[config.mk]
export PLATFORM = sky130hd
export DESIGN_NAME = adder_arb_ctrl_26b
export DESIGN_NICKNAME = d
export VERILOG_FILES = /design/src/rtl/adder_arb_pkg.sv /design/src/rtl/adder_core_26b.sv /design/src/rtl/adder_arb_ctrl_26b.sv
export SDC_FILE = /design/constraint.sdc
export NUM_CORES = 1
export LEC_CHECK = 0
export ABC_AREA = 1
export CORE_MARGIN = 2
export CORE_UTILIZATION = 33
export DETAILED_ROUTE_END_ITERATION = 8
export GPL_ROUTABILITY_DRIVEN = 0
export PLACE_DENSITY = 0.7
export SLEW_MARGIN = 20
export SYNTH_ARGS = -nofsm -noshare
export SYNTH_HDL_FRONTEND = slang
export SYNTH_HIERARCHICAL = 1
export SYNTH_SLANG_ARGS = --single-unit
[constraint.sdc]
create_clock -name clk -period 2.5 [get_ports clk]
set_clock_uncertainty 0.1 [all_clocks]
set_input_delay 0.25 -clock clk [delete_from_list [all_inputs] [get_ports clk]]
set_output_delay 0.25 -clock clk [all_outputs]
set_load 0.02 [all_outputs]
[src/rtl/adder_arb_pkg.sv]
// rtl/adder_arb_pkg.sv - shared FSM state type, default sizes and ID width helper
package adder_arb_pkg;

   localparam int N_REQ_DEF = 4;
   localparam int W_DEF     = 26;

   typedef enum logic [1:0] {
      IDLE  = 2'd0,
      ISSUE = 2'd1,
      WAIT  = 2'd2,
      RESP  = 2'd3
   } arb_state_e;

   function automatic int id_width(input int n);
      return (n > 1) ? $clog2(n) : 1;
   endfunction

endpackage

[src/rtl/adder_core_26b.sv]
// rtl/adder_core_26b.sv - registered W-bit adder, input and output registers, latency 2
// Load enables let the controller hold the result in the output register while RESP stalls.
module adder_core_26b
   import adder_arb_pkg::*;
#(
   parameter int W = W_DEF
) (
   input  logic         clk,
   input  logic         reset,
   input  logic         in_en,
   input  logic         out_en,
   input  logic [W-1:0] a,
   input  logic [W-1:0] b,
   input  logic         cin,
   output logic [W:0]   sum
);

   logic [W-1:0] a_q;
   logic [W-1:0] b_q;
   logic         cin_q;
   logic [W:0]   sum_c;

   always_ff @(posedge clk or negedge reset) begin
      if (!reset) begin
         a_q   <= '0;
         b_q   <= '0;
         cin_q <= 1'b0;
      end else if (in_en) begin
         a_q   <= a;
         b_q   <= b;
         cin_q <= cin;
      end
   end

   assign sum_c = {1'b0, a_q} + {1'b0, b_q} + {{W{1'b0}}, cin_q};

   always_ff @(posedge clk or negedge reset) begin
      if (!reset) begin
         sum <= '0;
      end else if (out_en) begin
         sum <= sum_c;
      end
   end

endmodule

[src/rtl/adder_arb_ctrl_26b.sv]
// rtl/adder_arb_ctrl_26b.sv - arbiter and sequencer sharing one registered adder among N_REQ requesters
// ADDER_ARB_RR_EN selects round-robin arbitration; otherwise lowest index wins.
module adder_arb_ctrl_26b
   import adder_arb_pkg::*;
#(
   parameter  int N_REQ = N_REQ_DEF,
   parameter  int W     = W_DEF,
   localparam int IW    = id_width(N_REQ)
) (
   input  logic               clk,
   input  logic               reset,
   input  logic [N_REQ-1:0]   req,
   input  logic [N_REQ*W-1:0] a_in,
   input  logic [N_REQ*W-1:0] b_in,
   input  logic [N_REQ-1:0]   cin,
   output logic [N_REQ-1:0]   gnt,
   output logic               res_valid,
   output logic [W:0]         res_sum,
   output logic [IW-1:0]      res_id,
   input  logic               res_ready,
   output logic               busy
);

   arb_state_e       state_q;
   arb_state_e       state_d;
   logic             issue_start;
   logic             win_any;
   logic [IW-1:0]    win_idx;
   logic [N_REQ-1:0] win_oh;
   int               pos;
   logic [W-1:0]     a_sel;
   logic [W-1:0]     b_sel;
   logic             cin_sel;

`ifdef ADDER_ARB_RR_EN
   logic [IW-1:0] rr_ptr;

   // Pointer holds the last winner so the search resumes just past it.
   always_ff @(posedge clk or negedge reset) begin
      if (!reset) begin
         rr_ptr <= IW'(N_REQ - 1);
      end else if (issue_start) begin
         rr_ptr <= win_idx;
      end
   end
`endif

   always_comb begin
      win_any = 1'b0;
      win_idx = '0;
      win_oh  = '0;
      pos     = 0;
      for (int k = 0; k < N_REQ; k++) begin
`ifdef ADDER_ARB_RR_EN
         pos = (int'(rr_ptr) + 1 + k) % N_REQ;
`else
         pos = k;
`endif
         if (!win_any && req[pos]) begin
            win_any     = 1'b1;
            win_idx     = IW'(pos);
            win_oh[pos] = 1'b1;
         end
      end
   end

   always_comb begin
      state_d     = state_q;
      issue_start = 1'b0;
      case (state_q)
         IDLE: begin
            if (win_any) begin
               state_d     = ISSUE;
               issue_start = 1'b1;
            end
         end
         ISSUE:   state_d = WAIT;
         WAIT:    state_d = RESP;
         RESP:    if (res_ready) state_d = IDLE;
         default: state_d = IDLE;
      endcase
   end

   // res_id doubles as the operand-mux select while the operation is in flight.
   always_ff @(posedge clk or negedge reset) begin
      if (!reset) begin
         state_q   <= IDLE;
         gnt       <= '0;
         res_id    <= '0;
         busy      <= 1'b0;
         res_valid <= 1'b0;
      end else begin
         state_q   <= state_d;
         busy      <= (state_d != IDLE);
         res_valid <= (state_d == RESP);
         gnt       <= '0;
         if (issue_start) begin
            gnt    <= win_oh;
            res_id <= win_idx;
         end
      end
   end

   assign a_sel   = a_in[int'(res_id)*W +: W];
   assign b_sel   = b_in[int'(res_id)*W +: W];
   assign cin_sel = cin[res_id];

   adder_core_26b #(
      .W (W)
   ) u_core (
      .clk    (clk),
      .reset  (reset),
      .in_en  (state_q == ISSUE),
      .out_en (state_q == WAIT),
      .a      (a_sel),
      .b      (b_sel),
      .cin    (cin_sel),
      .sum    (res_sum)
   );

endmodule

==> results.md <==
* Synthesized area at between 6000 and 7000 µm²
* Synth warnings at 6
* Share of cells above drive strength 1 at around 8.1%
* Final Setup Violations at 0
* Sequential element share of the synthesized area at about 34%
* Met1 usage at approximately 28%
* Crit end category: flip-flop
* Cell count after synthesis at 945
* Critical Path RT at approximately 2600 ps
* Synth top area cells: dfrtp_1 34%, nand2_1 12%, o21ai_0 9.1%, mux2_2 8.6%, nor2_1 8.4%
* Most common cell in the synthesized netlist: nand2_1
* DP Wirelength at approximately 17 mm
* Net Sw Frac at ~50%
* Core ar. at 20100 µm²
* Outcome: completed
* Slew @ Worst Pin at ~560 ps
* DRT Pass-1 Iters at 4
* Max cap viols at 0
* DP Area at around 9500 µm²
* Fmax at 448.6 MHz
* IO buf count at around 250
* # rows at 52
* Critical path class: reg2reg
* DRT antenna net count at 0
* Clock sinks at 90
* CTS max path bufs at 2
* Gr busiest metal: met2
* Final net count at 1421
* GR Util met3 at approximately 4.3%
* GRT Resource Usage Total at 20.36%
* Largest net degree at the start of global routing at 87
* Sw power at 0.006330 W
* Post-synth ARST share at 100.0%
* Avg WL per Cell at between 10 and 15 µm
* Register bit count reported by yosys at 90
* Max VDD drop at ~0.6 mV
* Max-slew headroom at a little over three fifths
* GR Util met2 at 33.42%
* Clock Power Share at between 10% and 20%
* DRC at 0
* Cell-internal power at roughly 0.0066 W
* Worst Hold Class: in2async
* Design Area, Final at slightly below 10000 µm²
* Antenna violations before repair at 1
* Reg2Reg Launch Point: u_core/a_q[0]
* CTS root buf: clkbuf_16
* Starting DRT DRC Count at ~360
* Num CTS Buffers at 9
* DIE AREA at ~21000 µm²
* First-pass GRT wire length at 34.97 mm
* Worst Setup EP: u_core/sum[12]
* Setup bufs post-CTS at 0
* TritonCTS clock tree: yes
* Syn Area/Cell at just over 7 µm²
* Seq pwr share at 20.6%
* Worst-Skew Late Latency at between 300 and 400 ps
* DR vias at 7052
* Final Hold Fails at 0
* Worst EP arrival at about 2400 ps
* P per Cell Area at 1327 nW/µm²
* Routed wire length at roughly 22 mm
* H-Tree Depth at 3
* CP Max Fanout at 4
* Yosys top cell area share at between 30 and 40%
* # hold bufs at CTS at 1
* Worst reg2reg path endpoint: u_core/sum[12]
* Vias in the first global route at a little under 7000
* Starting Density at around a third
* Chip Height at around 150 µm
* Syn Nets at 1191
* Ports at roughly 250
* Area delta synth->final at 45.78%
* RSZ-0062 raised after global routing: no
* Fin util at 48.64%
* Post-synth top cells: 213 x nand2_1, 150 x nor2_1, 122 x o21ai_0
* PostCTS Resize Cnt at 0
* Clock transition at path regs at around 60 ps
* Setup TNS at 0 ps
* Yosys top cell by area: dfrtp_1
* Fillers at a little under 2000
* Final Cycle Share at between 80% and 90%
* EDFF count, synth at 0
* Yosys cell types at 34
* Tot Pwr at around 0.013 W
* Worst hold slack at 338.8 ps
* Via/cell ratio at a little under 5
* Period minus WS final at about 2200 ps
* Leak Pwr at 4.409 nW
* Critical Path Start Type: flip-flop
* Pins Over Slew Limit at 0
* Die Span X at between 100 and 150 µm
* Worst setup startpoint: u_core/a_q[0]
* Combinational power share at just under 70%
* Top_reg_cell synth: dfrtp_1
* Worst reg-to-reg path cell count at 13
* Grt ovf at 0
* Reg2reg setup slack at about 270 ps
critical path: stages, from the launching register on:
cell,delay (ps)
dfrtp_1,410
fa_1,480
inv_1,90
fa_1,180
inv_1,70
nand3_1,80
nand3_2,120
nand2_1,110
nand2_2,80
nand2_1,60
nand2_1,50
or2_1,200
nand3_1,60
nand2_1,50
registers in the layout, indices dropped and copies added (netlist names):
register	flops
gnt	4
res_id	2
state_q	2
u_core/sum	27
u_core/b_q	26
u_core/cin_q	1
res_valid	1
u_core/a_q	26
busy	1
logic make-up after synthesis:
group / synth area share (%)
buf+inv: 9.177
flops: 33.58
xor+xnor: 1.045
compound gates: 15.89
mux: 8.562
simple gates: 26.49
fa+ha+maj: 5.260
worst min path at each step:
stage,start,to,slack (ps),cells after the start
after floorplan,reset,busy,-150,0
after global placement,reset,u_core/sum[2],170,1
after detailed placement,reset,u_core/sum[2],180,1
after CTS,reset,u_core/sum[11],360,2
after global routing,req[0],gnt[0],390,3
final,reset,u_core/sum[11],340,2
placed cells by master, fill, tap and decap left out, types with 2 or more instances in the layout:
cell,count
clkinv_4,2
nand2_1,213
nand3_1,36
nand3b_1,3
a21oi_1,16
o21ai_1,3
nand4_1,7
nand3_2,4
dfrtp_1,89
o21ai_0,122
nor2_2,3
xnor2_1,8
fa_1,2
mux2_2,51
or2_1,3
buf_12,5
buf_4,6
inv_1,92
clkdlybuf4s50_1,252
nor2_1,149
nor2_4,3
and2_1,3
ha_1,25
o22ai_1,53
clkbuf_16,9
nand2_2,6
power by group through the flow:
| stage | sequential, W | combinational [W] | clock [W] |
|---|---|---|---|
| finish | 0.00267 | 0.00892 | 0.00138 |
| CTS | 0.00268 | 0.00891 | 0.00141 |
| global route | 0.00277 | 0.00998 | 0.00147 |
| floorplan | 0.00286 | 0.00603 | 0 |
| global placement | 0.00268 | 0.00878 | 0 |
| detailed placement | 0.00271 | 0.00885 | 0 |
layer usage:
layer	share of wire [%]	vias up
met5	0	-
met4	1.5	0
met3	4.8	19
met2	47	220
met1	47	3235
li1	-	3578
stage by stage:
stage	setup slack [ps]	cells
after floorplan	470.6	945
after global placement	307.3	1433
after detailed placement	286.8	1433
after CTS	277.0	1450
after global routing	85.99	1450
final	270.6	1451
final cells by class:
class,count,area [µm²],area share (%)
multi-input cells,716,3847,39.35
repair buffers,264,2678,27.38
flip-flops and latches,90,2253,23.05
inverters,94,355.3,3.634
well taps,270,337.8,3.455
clock buffers,11,242.7,2.482
clock inverters,5,61.31,0.6270
diodes,1,2.502,0.02559
(Power assumes the default switching activity.)
